==> src/rtl/pcap_clock_adj.sv <==
// Adjustable PCAP time-of-day generator: seconds/nanoseconds with a fractional-ns
// increment, absolute set, one-shot signed step, rate tuning, PPS and per-port capture.
module pcap_clock_adj #(
  parameter int PERIOD_NS  = 4,
  parameter int PERIOD_FNS = 0,
  parameter int FNS_W      = 16,
  parameter int ADJ_W      = 20,
  parameter int NUM_CAP    = 2
) (
  input  logic                  clk,
  input  logic                  rst_n,
  input  logic                  set_valid,
  input  logic [31:0]           set_sec,
  input  logic [29:0]           set_nsec,
  output logic                  set_err,
  input  logic                  adj_valid,
  input  logic [ADJ_W-1:0]      adj_ns,
  input  logic                  inc_valid,
  input  logic [7:0]            inc_ns,
  input  logic [FNS_W-1:0]      inc_fns,
  output logic [31:0]           sec,
  output logic [31:0]           nsec,
  output logic                  pps,
  input  logic [NUM_CAP-1:0]    cap_strobe,
  output logic [NUM_CAP-1:0]    cap_valid,
  output logic [32*NUM_CAP-1:0] cap_sec,
  output logic [32*NUM_CAP-1:0] cap_nsec
);

  localparam logic signed [32:0] NS_PER_SEC = 33'sd1_000_000_000;

  function automatic logic signed [32:0] sext_adj(input logic [ADJ_W-1:0] a);
    return {{(33-ADJ_W){a[ADJ_W-1]}}, a};
  endfunction

  // One correction is enough: |adj| < 2^29 keeps the raw sum within one second of range.
  function automatic logic [29:0] wrap_ns(input logic signed [32:0] raw);
    logic signed [32:0] fixed;
    fixed = raw;
    if (raw >= NS_PER_SEC)
      fixed = raw - NS_PER_SEC;
    else if (raw < 33'sd0)
      fixed = raw + NS_PER_SEC;
    return fixed[29:0];
  endfunction

  logic [31:0]           sec_q, sec_d;
  logic [29:0]           ns_q, ns_d;
  logic [FNS_W-1:0]      frac_q, frac_d;
  logic [7:0]            inc_ns_q, inc_ns_d;
  logic [FNS_W-1:0]      inc_fns_q, inc_fns_d;
  logic                  pps_q, pps_d;
  logic                  set_err_q, set_err_d;
  logic [NUM_CAP-1:0]    cap_valid_q, cap_valid_d;
  logic [32*NUM_CAP-1:0] cap_sec_q, cap_sec_d;
  logic [32*NUM_CAP-1:0] cap_nsec_q, cap_nsec_d;

  logic [FNS_W:0]        frac_sum;
  logic signed [32:0]    ns_sum;
  logic                  set_ok;
  logic                  carry_fwd;
  logic                  borrow;

  // Stage boundary: combinational next-time from current registers and strobes
  assign frac_sum  = {1'b0, frac_q} + {1'b0, inc_fns_q};
  assign set_ok    = set_valid && (set_nsec < 30'd1_000_000_000);
  assign ns_sum    = $signed({3'b000, ns_q})
                   + $signed({25'd0, inc_ns_q})
                   + $signed({32'd0, frac_sum[FNS_W]})
                   + (adj_valid ? sext_adj(adj_ns) : 33'sd0);
  assign carry_fwd = (ns_sum >= NS_PER_SEC);
  assign borrow    = (ns_sum < 33'sd0);

  always_comb begin
    sec_d     = sec_q;
    ns_d      = ns_q;
    frac_d    = frac_q;
    pps_d     = 1'b0;
    set_err_d = 1'b0;
    inc_ns_d  = inc_ns_q;
    inc_fns_d = inc_fns_q;

    if (inc_valid) begin
      inc_ns_d  = inc_ns;
      inc_fns_d = inc_fns;
    end

    if (set_ok) begin
      sec_d  = set_sec;
      ns_d   = set_nsec;
      frac_d = '0;
    end else begin
      set_err_d = set_valid;
      frac_d    = frac_sum[FNS_W-1:0];
      ns_d      = wrap_ns(ns_sum);
      if (carry_fwd) begin
        sec_d = sec_q + 32'd1;
        pps_d = 1'b1;
      end else if (borrow) begin
        sec_d = sec_q - 32'd1;
      end
    end
  end

  // Captures take the pre-edge outputs, independent of what the time update does.
  always_comb begin
    cap_valid_d = cap_strobe;
    cap_sec_d   = cap_sec_q;
    cap_nsec_d  = cap_nsec_q;
    for (int i = 0; i < NUM_CAP; i++) begin
      if (cap_strobe[i]) begin
        cap_sec_d[32*i +: 32]  = sec_q;
        cap_nsec_d[32*i +: 32] = {2'b00, ns_q};
      end
    end
  end

  // Stage boundary: architectural state and registered outputs
  always_ff @(posedge clk or negedge rst_n) begin
    if (!rst_n) begin
      sec_q       <= '0;
      ns_q        <= '0;
      frac_q      <= '0;
      inc_ns_q    <= 8'(PERIOD_NS);
      inc_fns_q   <= FNS_W'(PERIOD_FNS);
      pps_q       <= 1'b0;
      set_err_q   <= 1'b0;
      cap_valid_q <= '0;
      cap_sec_q   <= '0;
      cap_nsec_q  <= '0;
    end else begin
      sec_q       <= sec_d;
      ns_q        <= ns_d;
      frac_q      <= frac_d;
      inc_ns_q    <= inc_ns_d;
      inc_fns_q   <= inc_fns_d;
      pps_q       <= pps_d;
      set_err_q   <= set_err_d;
      cap_valid_q <= cap_valid_d;
      cap_sec_q   <= cap_sec_d;
      cap_nsec_q  <= cap_nsec_d;
    end
  end

  assign sec       = sec_q;
  assign nsec      = {2'b00, ns_q};
  assign pps       = pps_q;
  assign set_err   = set_err_q;
  assign cap_valid = cap_valid_q;
  assign cap_sec   = cap_sec_q;
  assign cap_nsec  = cap_nsec_q;

endmodule

==> config.mk <==
export PLATFORM = sky130hd
export DESIGN_NAME = pcap_clock_adj
export DESIGN_NICKNAME = d
export VERILOG_FILES = /design/src/rtl/pcap_clock_adj.sv
export SDC_FILE = /design/constraint.sdc
export NUM_CORES = 1
export LEC_CHECK = 0
export CAP_MARGIN = 20
export CORE_MARGIN = 2
export CORE_UTILIZATION = 40
export CTS_CLUSTER_SIZE = 25
export DETAILED_ROUTE_END_ITERATION = 12
export HOLD_SLACK_MARGIN = 0.15
export PLACE_DENSITY = 0.68
export SETUP_SLACK_MARGIN = 0.5
export SLEW_MARGIN = 10
export SYNTH_ARGS = -nofsm -noshare
export SYNTH_HDL_FRONTEND = slang
export SYNTH_SLANG_ARGS = --single-unit
==> constraint.sdc <==
create_clock -name clk -period 10 [get_ports clk]
set_input_delay 1 -clock clk [delete_from_list [all_inputs] [get_ports clk]]
set_output_delay 1 -clock clk [all_outputs]
set_load 0.01 [all_outputs]
==> results.ini, run 1 <==
[timing]
finalSetupViolations=4
maxSlewViolCount=0
finalClockSkew_ps=9.91
hold_viol=0
slew_headroom_pct=32.7
period_needed_ps=10140
period_share_pct=101
fin_hold_ws_ps=503
setup_ws_ps=-141
worst_pin_slew_ps=1010
rsz0062_at_grt=true
max_freq_mhz=98.6

[floorplan]
die_x_um=195
ios=309
core-area_sq_mm=0.0357
die_area_sq_mm=0.0379
core.rowCount=69
start_util_pct=40.8
die_h_um=195

[clock_network]
clk_pin_slew_worst_paths_ps=60
clk_path_buf_depth=3
cts_tree=yes
hold_buffers=0
numCtsBuffers=26
clock_sinks=230
cts_root_buf=clkbuf_16
cts_max_level=1
insertion_delay_ps=540

[route]
ant_nets=0
wl_per_cell_um=18.3
remaining_drc_errors=0
routed_wl_um=44300
vias=13100
vias_per_cell=5.41
initialDrtViolationCount=824
drt_pass1_iterations=5

[run_status]
violations=negative setup slack
status=complete, but fails checks

[worst_setup_path]
slowest_stage=or4_4
crit_type=reg2reg
critical-path-max-stage-delay_ps=580
required_ps=10470
critPathCaptureType=flip-flop
cp_max_fo=7
crit_path_frequent_cell=a21oi_2
arrival_ps=10610
start_kind=flip-flop

[synth]
synth_cell_types=91
yosys.area.top_type=dfrtp_1
syn_area_per_cell_sq_um=9.87
ys_ff_latch=230
synthFlopType=dfrtp_1
synth_top_family_by_area=compound AO/OA/AOI/OAI gates
yosysSeqAreaShare_pct=39.6
synth_most_common_cell=dfrtp_1
synth_fa_ha_area_share_pct=8.18
synthArstFlopShare_pct=100
yosys_warnings=0
synth-simple-area-share_pct=13.7
synth_compound_area_share_pct=17.1
syn_inst=1472
synthTopCellsByArea=dfrtp_1 (39%), mux2_2 (12%), ha_1 (7.5%), xnor2_1 (4.7%), nand2_1 (4.1%)
synth_mux_area_share_pct=12.0
yosys-top-cells-count=dfrtp_1 (229), nand2_1 (158), mux2_2 (149)
synth_area_sq_mm=0.0145
yosys.area_share.xor_xnor_pct=6.33
synth_edf_count=0
yosysTopAreaCellShare_pct=39.4

[place]
io_buffer_count=302
place_congestion=0.892
dpl_cell_area_sq_mm=0.0192
dp.cells=2332
dp_hpwl_um=31900

[grt]
grt_overflow=0
antenna_found_initial=2
grt_pass1_vias=13300
grt_pass1_wl_um=70700
grt_max_degree=122
track_usage_pct=22.8

[power_and_ir_drop]
powerDensity_mw_per_mm2=430
peakVddDrop_mv=0.226
p_leak_nw=9.12
finalPower_mw=9.01

[layout]
final_area_sq_mm=0.0210
area_growth_pct=44.3
final_nets=2153
instances_no_fill=2426
drive_above_1_share_pct=27.0

[run]
drv_cap=0

[worst_hold_path]
hp-class=reg2reg

==> final timing paths <==
kind / from / to / slack [ps] / depth (start not counted)
max: inc_fns_q[0] / sec[30] / -140 / 51
max in group asynchronous: rst_n / ns_q[3] / 8090 / 2
min in group asynchronous: rst_n / cap_nsec[25] / 530 / 1
max reg2reg: inc_fns_q[0] / sec[30] / -140 / 51
min reg2reg: cap_nsec[43] / cap_nsec[43] / 500 / 1
min: cap_nsec[43] / cap_nsec[43] / 500 / 1
==> layout make-up <==
type / count / area, sq um
Clock buffer: 33 / 718
Fill cell: 2987 / 14700
Tap cell: 461 / 577
Multi-Input combinational cell: 1143 / 9020
Clock inverter: 11 / 85.1
Antenna cell: 1 / 2.50
Sequential cell: 230 / 5760
Inverter: 39 / 153
Timing Repair Buffer: 508 / 4660
==> cell usage in the layout (no fill, tap or decap), types with 6 or more instances in the layout <==
cell / count
o21ai_0: 35
o21a_1: 14
mux2_2: 149
clkdlybuf4s50_1: 299
inv_1: 35
nand4_1: 7
o21ai_2: 12
a31oi_1: 32
a21oi_1: 58
o31ai_1: 10
a21oi_2: 25
clkinv_2: 8
clkbuf_16: 27
o21bai_1: 7
a211o_1: 7
buf_6: 20
nand3_1: 21
xnor2_1: 74
o21ai_1: 20
ha_4: 10
nand2b_1: 10
buf_4: 186
nor4_1: 6
ha_1: 74
o211ai_1: 10
conb_1: 6
nor3_1: 19
dfrtp_1: 229
a21o_1: 28
and2_1: 28
or3_1: 6
nor2_1: 99
xor2_1: 24
and3_1: 21
a211oi_1: 13
mux2i_1: 6
nand2_1: 152
==> layer usage <==
layer | global-route usage (%) | vias up | share of wire (%)
met4 | 5.64 | 2 | 2.1
li1 | - | 6285 | -
met5 | 0 | - | 0.029
met1 | 28.9 | 6409 | 42
met2 | 40.2 | 364 | 50
met3 | 4.34 | 71 | 5.9
==> worst max-delay path: cells and delay by family, from the launching register on <==
family | cells | cell delay, ps
AND/OR/NAND/NOR | 9 | 1740
adder cells (fa/ha/maj) | 6 | 1940
XOR/XNOR | 2 | 310
flip-flops | 1 | 380
AO/OA/AOI/OAI | 31 | 5270
buffers and inverters | 3 | 460
==> sequential cells by signal (all words and copies together), names as in the netlist <==
register / flops
cap_nsec: 60
cap_sec: 64
cap_valid: 2
frac_q: 16
inc_fns_q: 16
inc_ns_q: 8
ns_q: 30
pps: 1
sec: 32
set_err: 1
==> through the flow <==
stage          TNS (ps)  setup WS (ps)  util, %
2_1_floorplan     -37.5          -37.5        -
3_3_place_gp      -1060           -374     53.8
3_5_place_dp      -3580           -712     53.8
4_1_cts           -93.7          -87.5     57.4
5_1_grt           -4070           -640     58.8
6_report           -269           -141     58.8
==> where the power goes <==
group,switching [mW],internal (mW)
logic,3.04,3.30
registers,0.395,1.36
clock network,0.390,0.529
==> timing repair <==
item                                    CTS  global route
buffers inserted                         25            21
gates resized for setup                  65            67
pin swaps                                45            82
endpoints found under the setup margin   22            28
==> cells by family after synthesis <==
logic type	after synthesis
flip-flops	230
multiplexers	155
AND/OR/NAND/NOR	421
XOR/XNOR	105
adder cells (fa/ha/maj)	92
AO/OA/AOI/OAI	364
buffers and inverters	104
other	1
(Power assumes the default switching activity.)
==> run 2, diff against run 1 <==
--- a/config.mk
+++ b/config.mk
@@ -5,14 +5,12 @@
 export SDC_FILE = /design/constraint.sdc
 export NUM_CORES = 1
 export LEC_CHECK = 0
-export CAP_MARGIN = 20
 export CORE_MARGIN = 2
 export CORE_UTILIZATION = 40
 export CTS_CLUSTER_SIZE = 25
 export DETAILED_ROUTE_END_ITERATION = 12
 export HOLD_SLACK_MARGIN = 0.15
 export PLACE_DENSITY = 0.68
-export SETUP_SLACK_MARGIN = 0.5
 export SLEW_MARGIN = 10
 export SYNTH_ARGS = -nofsm -noshare
 export SYNTH_HDL_FRONTEND = slang
==> results.ini, run 2 (same netlist as run 1, synthesis figures left out) <==
[run_status]
status=completed

[clock_network]
hold_buffers=0
clk_pin_slew_worst_paths_ps=60
clk_path_buf_depth=3
cts_max_level=1
cts_root_buf=clkbuf_16
numCtsBuffers=27
cts_tree=yes
insertion_delay_ps=560
clock_sinks=230

[timing]
period_needed_ps=10000
finalSetupViolations=0
maxSlewViolCount=0
fin_hold_ws_ps=437
slew_headroom_pct=23.4
hold_viol=0
finalClockSkew_ps=33.4
setup_ws_ps=1.07
worst_pin_slew_ps=1150
max_freq_mhz=100
period_share_pct=100
rsz0062_at_grt=true

[worst_setup_path]
required_ps=10480
critPathCaptureType=flip-flop
crit_type=reg2reg
crit_path_frequent_cell=buf_4
start_kind=flip-flop
cp_max_fo=8
arrival_ps=10480
critical-path-max-stage-delay_ps=580
slowest_stage=or4_4

[grt]
grt_max_degree=96
grt-busiest-layer=met2
antenna_found_initial=3
gr-usage-met3_pct=4.41
grt_use_met1_pct=29.0
grt_pass1_vias=13800
grt_pass1_wl_um=71800
use_met2_pct=40.6
track_usage_pct=23.1
grt_overflow=0

[floorplan]
die_x_um=195
die_h_um=195
ios=309
start_util_pct=40.8
die_area_sq_mm=0.0379
core.rowCount=69
core-area_sq_mm=0.0357

[layout]
instances_no_fill=2476
fillers=3060
largest_reg_flops=64
final_area_sq_mm=0.0213
final_cell_mix=clkdlybuf4s50_1 (299), buf_4 (245), dfrtp_1 (229)
final_nets=2201
layout_commonest_cell=clkdlybuf4s50_1
area_growth_pct=46.5
drive_above_1_share_pct=28.5

[route]
ant_nets=0
drt_pass1_iterations=5
vias=13400
routed_wl_um=44700
remaining_drc_errors=0
wl_per_cell_um=18.1
vias_per_cell=5.40
initialDrtViolationCount=751

[worst_hold_path]
hp-class=in2async

[power_and_ir_drop]
peakVddDrop_mv=0.212
p_leak_nw=9.35
finalPower_mw=9.09
powerDensity_mw_per_mm2=427

[place]
place_congestion=0.910
io_buffer_count=302
dpl_cell_area_sq_mm=0.0194
dp_hpwl_um=32100
place_ws_ps=-660
dp.cells=2369

[run]
drv_cap=0

==> run 2: cell count changes in the layout (fill, tap and decap cells not counted), sizes merged <==
cell | previous run | this run
buf | 209 | 256
clkbuf | 33 | 39
bufinv | 1 | 2
clkinv | 8 | 3
inv | 38 | 39
==> run 2: what timing repair did <==
item / in CTS / in global routing
endpoints found under the setup margin: 19 / 29
cloned: 1 / 0
gates resized for setup: 38 / 87
pin swaps: 22 / 72
buffers inserted: 42 / 18
==> run 2: area by class of cell <==
cell class / instances / area [sq um] / share of cell area (%)
diodes: 1 / 2.50 / 0.0118
clock buffers: 39 / 781 / 3.67
clock inverters: 8 / 98.8 / 0.464
inverters: 39 / 150 / 0.705
multi-input cells: 1143 / 8970 / 42.1
flip-flops and latches: 230 / 5760 / 27.0
well taps: 461 / 577 / 2.71
repair buffers: 555 / 4960 / 23.3
==> run 2: per-layer routing <==
metal | vias to the layer above | share of wire (%)
met4 | 4 | 2.4
li1 | 6389 | -
met2 | 320 | 49
met5 | - | 0.074
met3 | 67 | 5.3
met1 | 6581 | 43
==> run 2: worst paths after layout <==
path / from / to / slack, ps / cells after the start
worst max-delay path: inc_fns_q[0] / sec[30] / 1 / 52
worst min-delay path: rst_n / ns_q[21] / 440 / 1
worst max register to register: inc_fns_q[0] / sec[30] / 1 / 52
worst min register to register: cap_nsec[28] / cap_nsec[28] / 510 / 1
max in group asynchronous: rst_n / cap_sec[54] / 8070 / 2
min in group clk: cap_nsec[28] / cap_nsec[28] / 510 / 1
==> run 2: where the power goes <==
part / switching (mW) / internal (mW) / total, mW / leakage, nW
combinational: 3.01 / 3.34 / 6.35 / 6.22
sequential: 0.398 / 1.36 / 1.76 / 2.70
clock: 0.385 / 0.589 / 0.975 / 0.428
==> run 2: through the flow <==
step                setup TNS (ps)  utilization [%]
finish                           0             59.7
floorplan                     -106                -
global placement             -2640             54.4
detailed placement           -4530             54.4
CTS                           -234             58.2
global route                 -3930             59.7
==> run 2: critical path: cells and delay by family (launching register included) <==
family / cells / cell delay, ps
xor+xnor: 2 / 300
compound gates: 25 / 4400
simple gates: 10 / 2080
flops: 1 / 350
fa+ha+maj: 6 / 1540
buf+inv: 9 / 1200
